==> config.mk <==
export PLATFORM = sky130hd
export DESIGN_NAME = slice_cfg_loader
export DESIGN_NICKNAME = d
export VERILOG_FILES = /design/src/rtl/slice_cfg_loader.sv
export SDC_FILE = /design/constraint.sdc
export NUM_CORES = 1
export LEC_CHECK = 0
export ABC_CLOCK_PERIOD_IN_PS = 5000
export BUFFER_PORTS_ARGS = -buffer_cell sky130_fd_sc_hd__clkbuf_2
export CAP_MARGIN = 10
export CORE_ASPECT_RATIO = 1.2
export CORE_MARGIN = 2
export CORE_UTILIZATION = 44
export DETAILED_ROUTE_END_ITERATION = 6
export MAX_ROUTING_LAYER = met4
export PLACE_DENSITY = 0.74
export SYNTH_ARGS = -nofsm -noshare
export SYNTH_HDL_FRONTEND = slang
export SYNTH_SLANG_ARGS = --single-unit
==> constraint.sdc <==
create_clock -name cclk -period 5 [get_ports cclk]
set_clock_uncertainty 0.05 [all_clocks]
set_input_delay 0.75 -clock cclk [delete_from_list [all_inputs] [get_ports cclk]]
set_output_delay 0.75 -clock cclk [all_outputs]
set_load 0.01 [all_outputs]
==> src/rtl/slice_cfg_loader.sv <==
// slice_cfg_loader: assembles a word-serial slice frame and applies it with a one-cycle cen.
// Define SLICE_CFG_CHK_EN to require and verify a trailing XOR checksum word per frame.
module slice_cfg_loader #(
   parameter int S_XX_BASE = 4,
   parameter int CFG_SIZE  = 2**S_XX_BASE + 1,
   parameter int NUM_LUTS  = 4,
   parameter int WORD_W    = 8
) (
   input  logic                           cclk,
   input  logic                           rst_n,
   input  logic                           start,
   input  logic [WORD_W-1:0]              in_data,
   input  logic                           in_valid,
   output logic                           in_ready,
   output logic [NUM_LUTS*2*CFG_SIZE-1:0] luts_config_out,
   output logic                           config_use_cc,
   output logic                           cen,
   output logic                           busy,
   output logic                           done,
   output logic                           cfg_err
);
   localparam int FRAME_W = NUM_LUTS*2*CFG_SIZE + 1;
   localparam int NWORDS  = (FRAME_W + WORD_W - 1) / WORD_W;
   localparam int LAST_W  = FRAME_W - (NWORDS - 1)*WORD_W;
   localparam int CW      = $clog2(NWORDS + 1);

   typedef enum logic [1:0] {IDLE, LOAD, CHECK, APPLY} state_t;
`ifdef SLICE_CFG_CHK_EN
   localparam state_t AFTER_LOAD = CHECK;
   logic [WORD_W-1:0] xsum;
`else
   localparam state_t AFTER_LOAD = APPLY;
`endif

   state_t             state, state_n;
   logic [CW-1:0]      count;
   logic [FRAME_W-1:0] staging, shifted, frame;
   logic               accept, last;

   assign accept = in_valid & in_ready;
   assign last   = count == CW'(NWORDS - 1);
   // Words enter at the top; the final word shifts by its kept width only, so word k lands at k*WORD_W
   assign shifted = last ? {in_data[LAST_W-1:0], staging[FRAME_W-1:LAST_W]}
                         : {in_data, staging[FRAME_W-1:WORD_W]};
   assign frame = (state == LOAD) ? shifted : staging;
   assign cen   = state == APPLY;
   assign busy  = state != IDLE;

   always_ff @(posedge cclk or negedge rst_n)
      if (!rst_n) state <= IDLE;
      else        state <= state_n;

   always_comb begin
      state_n  = state;
      in_ready = 1'b0;
      case (state)
         IDLE: state_n = start ? LOAD : IDLE;
         LOAD: begin
            in_ready = 1'b1;
            state_n  = (!start && accept && last) ? AFTER_LOAD : LOAD;
         end
`ifdef SLICE_CFG_CHK_EN
         CHECK: begin
            in_ready = 1'b1;
            state_n  = start ? LOAD : !accept ? CHECK : (in_data == xsum) ? APPLY : IDLE;
         end
`endif
         APPLY:   state_n = IDLE;
         default: state_n = IDLE;
      endcase
   end

   always_ff @(posedge cclk or negedge rst_n)
      if (!rst_n) begin
         count           <= '0;
         staging         <= '0;
         luts_config_out <= '0;
         config_use_cc   <= 1'b0;
         done            <= 1'b0;
         cfg_err         <= 1'b0;
`ifdef SLICE_CFG_CHK_EN
         xsum            <= '0;
`endif
      end else begin
         done <= cen;
         if (start && state != APPLY) begin
            count   <= '0;
            staging <= '0;
            cfg_err <= 1'b0;
`ifdef SLICE_CFG_CHK_EN
            xsum    <= '0;
`endif
         end else if (accept && state == LOAD) begin
            count   <= count + 1'b1;
            staging <= shifted;
`ifdef SLICE_CFG_CHK_EN
            xsum    <= xsum ^ in_data;
         end else if (accept && state == CHECK && in_data != xsum) begin
            cfg_err <= 1'b1;
`endif
         end
         if (state_n == APPLY) {luts_config_out, config_use_cc} <= frame;
      end
endmodule

==> summary.txt <==
Worst setup path
  • CP Max Fanout: 46
  • Critical Path Source Type: flop
  • Critical Path RT: 5370 ps
  • Slowest stage cell, crit path: buf_4
  • Crit path cell chain: ha_1 -> nor4bb_4 -> nand2_4 -> buf_4 -> mux2_2
  • Setup CP Type: flop to flop
  • CP arrival: 3060 ps
  • Crit path buf inv count: 1
  • CP max stage delay: 720 ps
  • Top Family by Delay on Critical Path: buffers and inverters
  • Setup crit end kind: flop

Clock tree
  • Clk sinks: 281
  • CTS root buf: clkbuf_16
  • Clock Tree Buf Depth: 3
  • Clk_lat worst skew: 530 ps
  • Reg clk slew, reported paths: 60 ps
  • CTS buffer count: 29
  • H-Tree Depth: 1
  • Hold Buf Count CTS: 0
  • # resized after CTS: 0
  • Setup Buffers After CTS: 0
  • CTS tree: built

Synthesis
  • Synth Warn #: 0
  • Average size of a mapped cell: 15.5 µm²
  • Synthesized Nets: 799
  • Register bit count reported by yosys: 281
  • Yosys top cell area share: 57.9%
  • Synth cell types: 28
  • Post-synth top area cell: dfrtp_1
  • Ys async rst share: 100%
  • Synth Instances: 785
  • Synth top area cells: dfrtp_1 58%, mux2_4 12%, mux2i_1 11%
  • Mapped Area: 12100 µm²
  • Main synth FF type: dfrtp_1
  • Most instantiated library cell after synthesis: dfrtp_1
  • Post-synth top cells: 281 x dfrtp_1, 137 x o2bb2ai_1, 136 x mux2i_1
  • Sequential element share of the synthesized area: 57.9%
  • Post-synth EDFFs: 0

Finish
  • Non-Filler Instances: 1274
  • Synth-to-layout area growth: 15.4%
  • Area of the multi-input gates: 4690 µm²
  • N_diodes: 0
  • Layout fillers: 2257
  • Final #Nets: 929
  • Register Area: 7030 µm²
  • Fraction of layout cells with a size suffix above 1: 36.9%

Die
  • IO Count: 154
  • Die width: 156 µm
  • Rows: 66
  • Die H: 186 µm
  • Starting density of the core: 44.7%
  • Die area: 29000 µm²
  • Core box area: 27200 µm²

Global routing
  • Initial antenna violation count: 0
  • Largest net degree at the start of global routing: 137
  • Vias in the first global route: 7089
  • Global Route Usage Sum: 18.1%
  • Total gr overflow: 0
  • First-pass GRT wire length: 41.0 mm

Placed design
  • Placed cell count: 1224
  • Port Buffer Count: 152
  • Routability cong.: 0.746
  • HPWL Detailed: 15.5 mm

Outcome
  • Status: completed

Drt
  • Routed vias/inst: 5.48
  • Final wirelength: 25.5 mm
  • DRT antenna net count: 0
  • Drt wl/cell: 20.0 µm
  • DR vias: 6978
  • # DRC: 0
  • DRT iter0 DRCs: 395
  • Pre-antenna DRT Iters: 4

Flow run
  • Number of max-capacitance violations reported: 0

Power
  • Sw frac: 21.0%
  • Clock Power Share: 48.1%
  • Logic pwr share: 2.5%
  • Worst vdd ir: 0.000232 V
  • Internal: 3670 µW
  • P_sw: 975 µW
  • Power Dens Cells: 331 nW/µm²
  • Pleak: 0.00666 µW
  • Sequential share of power: 49.4%

STA
  • Slew margin rel.: 35.5%
  • Final setup violation count: 0
  • Total negative slack: 0 ps
  • Final hold vios: 0
  • Final Max Slew Viols: 0
  • RSZ-0062 raised after global routing: false
  • Tmin final: 2700 ps
  • Max Fclk: 0.371 GHz
  • Worst-margin pin slew: 968 ps
  • Fin crit share: 54.0%

Hold path
  • Hold Path Class: primary input to async pin
[cell type report]
class,instances,area share [%]
clock inverters,11,1.33
multi-input cells,439,33.5
repair buffers,162,6.30
flip-flops and latches,281,50.2
clock buffers,39,5.66
well taps,340,3.03
inverters,2,0.0536
[power groups by stage]
stage / Sequential, µW / Clock (µW) / Combinational, µW
floorplan: 2330 / 0 / 50.6
global placement: 2340 / 0 / 116
detailed placement: 2340 / 0 / 117
CTS: 2290 / 2290 / 117
global route: 2290 / 2390 / 129
finish: 2290 / 2240 / 114
[per-layer routing]
layer | up-vias | part of all wire, % | global-route usage (%)
li1 | 3200 | - | -
met4 | 0 | 1.4 | 3.89
met2 | 157 | 47 | 27.9
met1 | 3589 | 48 | 25.8
met5 | - | 0 | -
met3 | 32 | 3.8 | 2.63
[final timing paths]
kind | startpoint | to | slack [ps] | cells past startpoint
max | count[0] | luts_config_out[118] | 2300 | 5
min | rst_n | luts_config_out[23] | 230 | 1
max reg2reg | count[0] | luts_config_out[118] | 2300 | 5
min reg2reg | staging[1] | staging[1] | 450 | 1
max in group asynchronous | rst_n | staging[82] | 3490 | 2
min in group cclk | start | state[0] | 440 | 3
[kinds of logic after synthesis]
family | after synthesis | share of synthesized area, %
other | 1 | 0.0309
buffers and inverters | 65 | 3.74
AO/OA/AOI/OAI | 144 | 10.2
AND/OR/NAND/NOR | 18 | 0.906
adder cells (fa/ha/maj) | 2 | 0.206
XOR/XNOR | 1 | 0.0721
multiplexers | 273 | 27.0
flip-flops | 281 | 57.9
[registers in the layout (all words and copies together), names as in the netlist]
signal	count
done	1
staging	136
luts_config_out	136
count	5
config_use_cc	1
state	2
[per-stage QoR]
step                area [µm²]  power [µW]  util [%]  hold WS, ps  setup WS [ps]
floorplan                12100        2380         -          402           3110
global placement         13000        2450      48.0          427           2080
detailed placement       13000        2450      48.0          428           2020
CTS                      14000        4700      51.6          276           2280
global route             14000        4820      51.6          305           2170
finish                   14000        4640      51.6          227           2300
[layout by cell type (no fill, tap or decap), types with 2 or more instances in the layout]
| cell | n |
|---|---|
| nor2_1 | 3 |
| clkbuf_16 | 29 |
| clkbuf_2 | 151 |
| bufinv_16 | 5 |
| inv_1 | 2 |
| mux2_1 | 2 |
| or2_4 | 2 |
| clkbuf_1 | 7 |
| a21oi_1 | 3 |
| dfrtp_1 | 281 |
| mux2_2 | 35 |
| nor2b_1 | 2 |
| o21ai_0 | 4 |
| or3_1 | 2 |
| ha_1 | 2 |
| buf_4 | 7 |
| mux2i_1 | 136 |
| o2bb2ai_1 | 137 |
| mux2_4 | 100 |
| buf_12 | 3 |
| clkbuf_8 | 3 |
| clkinv_2 | 4 |
Note: power is estimated with default switching activity, not from simulation.
